## config.mk

```make
export PLATFORM = sky130hd
export DESIGN_NAME = seq_divider_flat
export DESIGN_NICKNAME = d
export VERILOG_FILES = /design/src/rtl/seq_divider_pkg.sv /design/src/rtl/seq_divider_if.sv /design/src/rtl/seq_divider_sub_ripple.sv /design/src/rtl/seq_divider.sv /design/src/flat_wrapper.sv
export SDC_FILE = /design/constraint.sdc
export NUM_CORES = 1
export LEC_CHECK = 0
export ABC_AREA = 1
export CAP_MARGIN = 10
export CORE_ASPECT_RATIO = 0.8
export CORE_UTILIZATION = 40
export CTS_CLUSTER_SIZE = 16
export DETAILED_ROUTE_END_ITERATION = 6
export SYNTH_ARGS = -nofsm -noshare
export SYNTH_HDL_FRONTEND = slang
export SYNTH_SLANG_ARGS = --single-unit
```

## constraint.sdc

```tcl
create_clock -name clk -period 2.6 [get_ports clk]
set_input_delay 0.52 -clock clk [delete_from_list [all_inputs] [get_ports clk]]
set_output_delay 0.52 -clock clk [all_outputs]
set_load 0.05 [all_outputs]
```

## src/rtl/seq_divider_pkg.sv

```systemverilog
// Shared definitions for the sequential restoring divider.
// Contents: FSM state encoding, default operand width, counter width helper.
package seq_divider_pkg;

   localparam int unsigned DIV_WIDTH_DEFAULT = 4;

   typedef enum logic [1:0] {
      IDLE = 2'd0,
      CALC = 2'd1,
      DONE = 2'd2
   } state_e;

   // Step counter width; at least one bit so degenerate widths still elaborate
   function automatic int unsigned cnt_width(input int unsigned w);
      return (w <= 1) ? 1 : $clog2(w);
   endfunction

endpackage

```

## src/rtl/seq_divider_if.sv

```systemverilog
// Start/done handshake bundle between the datapath controller and the divider.
// master: controller side (drives start and operands, reads status/results)
// slave : divider side (reads start and operands, drives status/results)
interface seq_divider_if
   import seq_divider_pkg::*;
#(
   parameter int unsigned WIDTH = DIV_WIDTH_DEFAULT
) ();

   logic             start;
   logic [WIDTH-1:0] dividend;
   logic [WIDTH-1:0] divisor;
   logic             busy;
   logic             done;
   logic [WIDTH-1:0] quotient;
   logic [WIDTH-1:0] remainder;
   logic             div_by_zero;

   modport master (
      output start, dividend, divisor,
      input  busy, done, quotient, remainder, div_by_zero
   );

   modport slave (
      input  start, dividend, divisor,
      output busy, done, quotient, remainder, div_by_zero
   );

endinterface

```

## src/rtl/seq_divider_sub_ripple.sv

```systemverilog
// Combinational W-bit ripple-borrow subtractor (i_a - i_b) from full-subtractor cells.
// Ports: i_a, i_b  operands
//        o_d_c     difference, modulo 2^W
//        o_bo_c    borrow out (1 when i_a < i_b)
module sub_ripple #(
   parameter int unsigned W = 5
) (
   input  logic [W-1:0] i_a,
   input  logic [W-1:0] i_b,
   output logic [W-1:0] o_d_c,
   output logic         o_bo_c
);

   logic [W:0] w_borrow;

   assign w_borrow[0] = 1'b0;

   // One full-subtractor cell per bit
   for (genvar g = 0; g < W; g++) begin : g_fs
      assign o_d_c[g]      = i_a[g] ^ i_b[g] ^ w_borrow[g];
      assign w_borrow[g+1] = (~i_a[g] & i_b[g]) | (~(i_a[g] ^ i_b[g]) & w_borrow[g]);
   end

   assign o_bo_c = w_borrow[W];

endmodule

```

## src/rtl/seq_divider.sv

```systemverilog
// Multi-cycle unsigned restoring divider, one quotient bit per clock.
// Ports: clk    system clock
//        rst_n  asynchronous active-low reset
//        bus    slave side of seq_divider_if (start/operands in, busy/done/results out)
// Status and results are registered from the FSM state, so they trail the
// state by one edge: done rises WIDTH+1 edges after the accepted start
// (1 edge for divide-by-zero) and results are valid with done and held after.
module seq_divider
   import seq_divider_pkg::*;
#(
   parameter int unsigned WIDTH = DIV_WIDTH_DEFAULT
) (
   input  logic            clk,
   input  logic            rst_n,
   seq_divider_if.slave    bus
);

   localparam int unsigned CW = cnt_width(WIDTH);
   localparam int unsigned RW = WIDTH + 1;

   state_e           r_state;
   state_e           w_next_state;
   logic             w_accept;
   logic             w_last;

   logic [WIDTH-1:0] r_q;
   logic [WIDTH-1:0] r_d;
   logic [RW-1:0]    r_r;
   logic [CW-1:0]    r_cnt;
   logic             r_dbz_pend;

   logic             r_busy;
   logic             r_done;
   logic [WIDTH-1:0] r_quot;
   logic [WIDTH-1:0] r_rem;
   logic             r_dbz;

   logic [RW-1:0]    w_rs;
   logic [RW-1:0]    w_diff;
   logic             w_bo;
   logic             w_unused;

   // Shifted partial remainder and trial subtraction of the divisor
   assign w_rs = {r_r[WIDTH-1:0], r_q[WIDTH-1]};

   sub_ripple #(.W(RW)) u_sub (
      .i_a    (w_rs),
      .i_b    ({1'b0, r_d}),
      .o_d_c  (w_diff),
      .o_bo_c (w_bo)
   );

   // After every restoring step R < D, so the top remainder bit never feeds back
   assign w_unused = r_r[WIDTH];

   assign w_last = (r_cnt == CW'(WIDTH - 1));

   // FSM state register
   always_ff @(posedge clk or negedge rst_n) begin
      if (!rst_n) r_state <= IDLE;
      else        r_state <= w_next_state;
   end

   // Next-state logic; DONE accepts a new start just like IDLE
   always_comb begin
      w_next_state = r_state;
      w_accept     = 1'b0;
      case (r_state)
         IDLE, DONE: begin
            w_next_state = IDLE;
            if (bus.start) begin
               w_accept     = 1'b1;
               w_next_state = (bus.divisor == '0) ? DONE : CALC;
            end
         end
         CALC: begin
            if (w_last) w_next_state = DONE;
         end
         default: w_next_state = IDLE;
      endcase
   end

   // Working registers: operand capture and one shift/subtract step per cycle
   always_ff @(posedge clk or negedge rst_n) begin
      if (!rst_n) begin
         r_q        <= '0;
         r_d        <= '0;
         r_r        <= '0;
         r_cnt      <= '0;
         r_dbz_pend <= 1'b0;
      end else if (w_accept) begin
         r_d   <= bus.divisor;
         r_cnt <= '0;
         if (bus.divisor == '0) begin
            // Divide-by-zero result is preloaded so DONE can publish it unchanged
            r_q        <= '1;
            r_r        <= RW'(bus.dividend);
            r_dbz_pend <= 1'b1;
         end else begin
            r_q        <= bus.dividend;
            r_r        <= '0;
            r_dbz_pend <= 1'b0;
         end
      end else if (r_state == CALC) begin
         r_r   <= w_bo ? w_rs : w_diff;
         r_q   <= {r_q[WIDTH-2:0], ~w_bo};
         r_cnt <= r_cnt + CW'(1);
      end
   end

   // Registered status and held results
   always_ff @(posedge clk or negedge rst_n) begin
      if (!rst_n) begin
         r_busy <= 1'b0;
         r_done <= 1'b0;
         r_quot <= '0;
         r_rem  <= '0;
         r_dbz  <= 1'b0;
      end else begin
         r_busy <= (r_state == CALC);
         r_done <= (r_state == DONE);
         if (r_state == DONE) begin
            r_quot <= r_q;
            r_rem  <= r_r[WIDTH-1:0];
            r_dbz  <= r_dbz_pend;
         end
      end
   end

   assign bus.busy        = r_busy;
   assign bus.done        = r_done;
   assign bus.quotient    = r_quot;
   assign bus.remainder   = r_rem;
   assign bus.div_by_zero = r_dbz;

endmodule
```

## src/flat_wrapper.sv

```systemverilog
// flat-port wrapper written by rule: the top's interface ports become plain ports
module seq_divider_flat import seq_divider_pkg::*;
#(
   parameter int unsigned WIDTH = DIV_WIDTH_DEFAULT
)
  (clk, rst_n, bus_start, bus_dividend, bus_divisor, bus_busy, bus_done, bus_quotient, bus_remainder, bus_div_by_zero);
  seq_divider_if #(.WIDTH(WIDTH)) bus_i ();
  input  logic clk;
  input  logic rst_n;
  input wire logic [$bits(bus_i.start)-1:0] bus_start;
  input wire logic [$bits(bus_i.dividend)-1:0] bus_dividend;
  input wire logic [$bits(bus_i.divisor)-1:0] bus_divisor;
  output wire logic [$bits(bus_i.busy)-1:0] bus_busy;
  output wire logic [$bits(bus_i.done)-1:0] bus_done;
  output wire logic [$bits(bus_i.quotient)-1:0] bus_quotient;
  output wire logic [$bits(bus_i.remainder)-1:0] bus_remainder;
  output wire logic [$bits(bus_i.div_by_zero)-1:0] bus_div_by_zero;
  assign bus_i.start = bus_start;
  assign bus_i.dividend = bus_dividend;
  assign bus_i.divisor = bus_divisor;
  assign bus_busy = bus_i.busy;
  assign bus_done = bus_i.done;
  assign bus_quotient = bus_i.quotient;
  assign bus_remainder = bus_i.remainder;
  assign bus_div_by_zero = bus_i.div_by_zero;
  seq_divider #(.WIDTH(WIDTH)) u_core (.clk(clk), .rst_n(rst_n), .bus(bus_i));
endmodule
```

==> impl_metrics.json <==
{
  "status": "completed",
  "start_kind": "register",
  "dieArea_sq_um": 3530,
  "drt_first_iter_violations": 52,
  "cts_setup_buffers": 0,
  "synthCells": 147,
  "yosys-top-cells-area": "dfrtp_1 (53%), nand2_1 (15%), o21ai_1 (5.7%)",
  "final-seq-area_sq_um": 701,
  "synthFlopType": "dfrtp_1",
  "grt_pass1_vias": 909,
  "grt_pass1_wl_um": 4300,
  "grtUsageTotal_pct": 17.0,
  "timing.final.ws_setup_ns": 0.147,
  "synth_largest_area_cell": "dfrtp_1",
  "critPathMaxFanout": 5,
  "die_width_um": 66.2,
  "drive_gt1_share_pct": 9.94,
  "async_reset_ff_share_pct": 100,
  "clkLatencyLatePin_ns": 0.28,
  "rsz0062_at_grt": "false",
  "vias_per_cell": 4.89,
  "fin_area_sq_um": 1630,
  "tightest_slew_ns": 0.496,
  "worstHoldPathType": "reg2reg",
  "nNetsFinal": 188,
  "dr.pass1.iters": 4,
  "seq_area_frac_synth_pct": 53.1,
  "fp-row-count": 18,
  "synth_area_sq_um": 1320,
  "synth_top_area_share_pct": 53.1,
  "slew_violations": 0,
  "cts_tree": "done",
  "routed_wirelength_um": 2620,
  "nFillCells": 287,
  "clock_skew_ns": 0.0104,
  "grt_max_degree": 29,
  "synth_edf_count": 0,
  "route.detailed.drc": 0,
  "syn2layout_area_growth_pct": 23.7,
  "cts_made_buffers": 3,
  "p_per_area_nw_per_um2": 1450,
  "timing.max_cap.violations": 0,
  "syn_avg_cell_area_sq_um": 8.97,
  "io_buffer_count": 21,
  "cts_hold_buf": 0,
  "hold_viol": 0,
  "insertedDiodeCount": 0,
  "place_area_sq_um": 1560,
  "grt_overflow": 0,
  "cellLeakagePower_uw": 0.000801,
  "routedWlPerCell_um": 12.4,
  "clockBufferDepth": 2,
  "start_util_pct": 42.4,
  "max_freq_ghz": 0.408,
  "core_area_sq_um": 3110,
  "dp.final_hpwl_um": 1960,
  "yosys_warnings": 0,
  "synthTopCellsByCount": "nand2_1 (51), dfrtp_1 (28), o21ai_1 (15)",
  "die_h_um": 53.4,
  "post-route-min-period_ns": 2.45,
  "vias": 1032,
  "cts_root_buf": "clkbuf_8",
  "crit_arrival_ns": 2.62,
  "syn_nets": 163,
  "ys_types": 18,
  "cts_resized": 0,
  "worstPathRequired_ns": 2.77,
  "fin_crit_sh_pct": 94.3,
  "slew_headroom_pct": 66.8,
  "h-tree-depth": 1,
  "critPathCaptureType": "register",
  "dp_slack_ns": 0.170,
  "totalPowerFinal_uw": 2360,
  "multi_input_area_sq_um": 526,
  "critPathKind": "reg2reg",
  "ant_nets": 0,
  "setup_viol": 0,
  "gp_congestion": 0.908,
  "irDropWorstVdd_mv": 0.635,
  "yosys_register_bits": 28,
  "tns_ns": 0,
  "path_clk_slew_ns": 0.10,
  "cts.sinks": 28,
  "antenna_found_initial": 0,
  "ios": 22,
  "synth_most_common_cell": "nand2_1"
}
==> per-layer routing <==
layer  wire length [um]  vias up  track usage, %
li1                   -      517               -
met3                133        2            5.17
met4                 16        0            3.19
met5                  0        -               0
met1               1300      485            23.5
met2               1170       28            26.4
==> flip-flops by register name (all words and copies together) (netlist names) <==
name,count
u_core.r_cnt,2
u_core.bus.div_by_zero,1
u_core.bus.done,1
u_core.r_state,2
u_core.bus.remainder,4
u_core.bus.quotient,4
u_core.r_d,4
u_core.r_q,4
u_core.bus.busy,1
u_core.r_dbz_pend,1
u_core.r_r,4
==> cell families (layout without fill, tap and decap cells) <==
| group | after synthesis | after routing | share of synthesized area [%] |
|---|---|---|---|
| simple gates | 74 | 74 | 24.8 |
| flops | 28 | 28 | 53.1 |
| buf+inv | 18 | 42 | 7.02 |
| compound gates | 22 | 22 | 8.63 |
| fa+ha+maj | 5 | 5 | 6.45 |
==> power by group <==
group          switching (uW)  leakage (uW)  total, uW  internal [uW]
Sequential                114      0.000350        753            639
Clock                     134     0.0000357        341            206
Combinational             818      0.000415       1270            448
Total                    1070      0.000801       2360           1290
==> cell type report <==
class / count / area share, %
flip-flops and latches: 28 / 42.9
multi-input cells: 101 / 32.2
repair buffers: 23 / 13.8
inverters: 15 / 3.60
well taps: 40 / 3.07
clock buffers: 3 / 2.53
clock inverters: 1 / 1.84
==> metrics by stage <==
step	hold WS (ns)	std cells	utilization, %
final	0.480	211	52.5
after global routing	0.509	211	52.5
after CTS	0.486	211	52.5
after detailed placement	0.467	207	50.2
after global placement	0.465	207	50.2
after floorplan	0.224	147	-
==> final timing paths <==
kind	from	end	slack (ns)	cells past startpoint
worst max-delay path	u_core.r_q[3]$_DFFE_PN0P_	u_core.r_r[2]$_DFFE_PN0P_	0.15	11
worst min register to register	u_core.r_cnt[0]$_DFFE_PN0P_	u_core.r_cnt[0]$_DFFE_PN0P_	0.48	1
min in group asynchronous	rst_n	u_core.bus.div_by_zero$_DFFE_PN0P_	0.61	2
max in group asynchronous	rst_n	u_core.r_q[0]$_DFFE_PN0P_	1.71	2
worst min-delay path	u_core.r_cnt[0]$_DFFE_PN0P_	u_core.r_cnt[0]$_DFFE_PN0P_	0.48	1
worst max register to register	u_core.r_q[3]$_DFFE_PN0P_	u_core.r_r[2]$_DFFE_PN0P_	0.15	11
==> cell usage in the layout, fill, tap and decap left out <==
| cell | n |
|---|---|
| a21oi_1 | 2 |
| buf_4 | 2 |
| inv_1 | 11 |
| ha_1 | 2 |
| clkbuf_8 | 3 |
| dfrtp_1 | 28 |
| nor2_2 | 4 |
| nand2_1 | 51 |
| o21ai_1 | 15 |
| fa_1 | 3 |
| clkdlybuf4s50_1 | 21 |
| nand4_1 | 4 |
| a22o_1 | 1 |
| nor2_1 | 3 |
| bufinv_16 | 1 |
| o21ai_0 | 4 |
| nand3_1 | 9 |
| inv_2 | 3 |
| inv_4 | 1 |
| nand2_4 | 2 |
| nand2_2 | 1 |
==> critical path, stage by stage, from the launching register on <==
cell     delay, ns
dfrtp_1       0.36
inv_1         0.07
ha_1          0.19
fa_1          0.37
fa_1          0.39
fa_1          0.45
nand2_1       0.18
nand2_1       0.07
nand3_1       0.07
nand2_1       0.08
nand2_1       0.06
nand2_1       0.05
(Power assumes the default switching activity.)
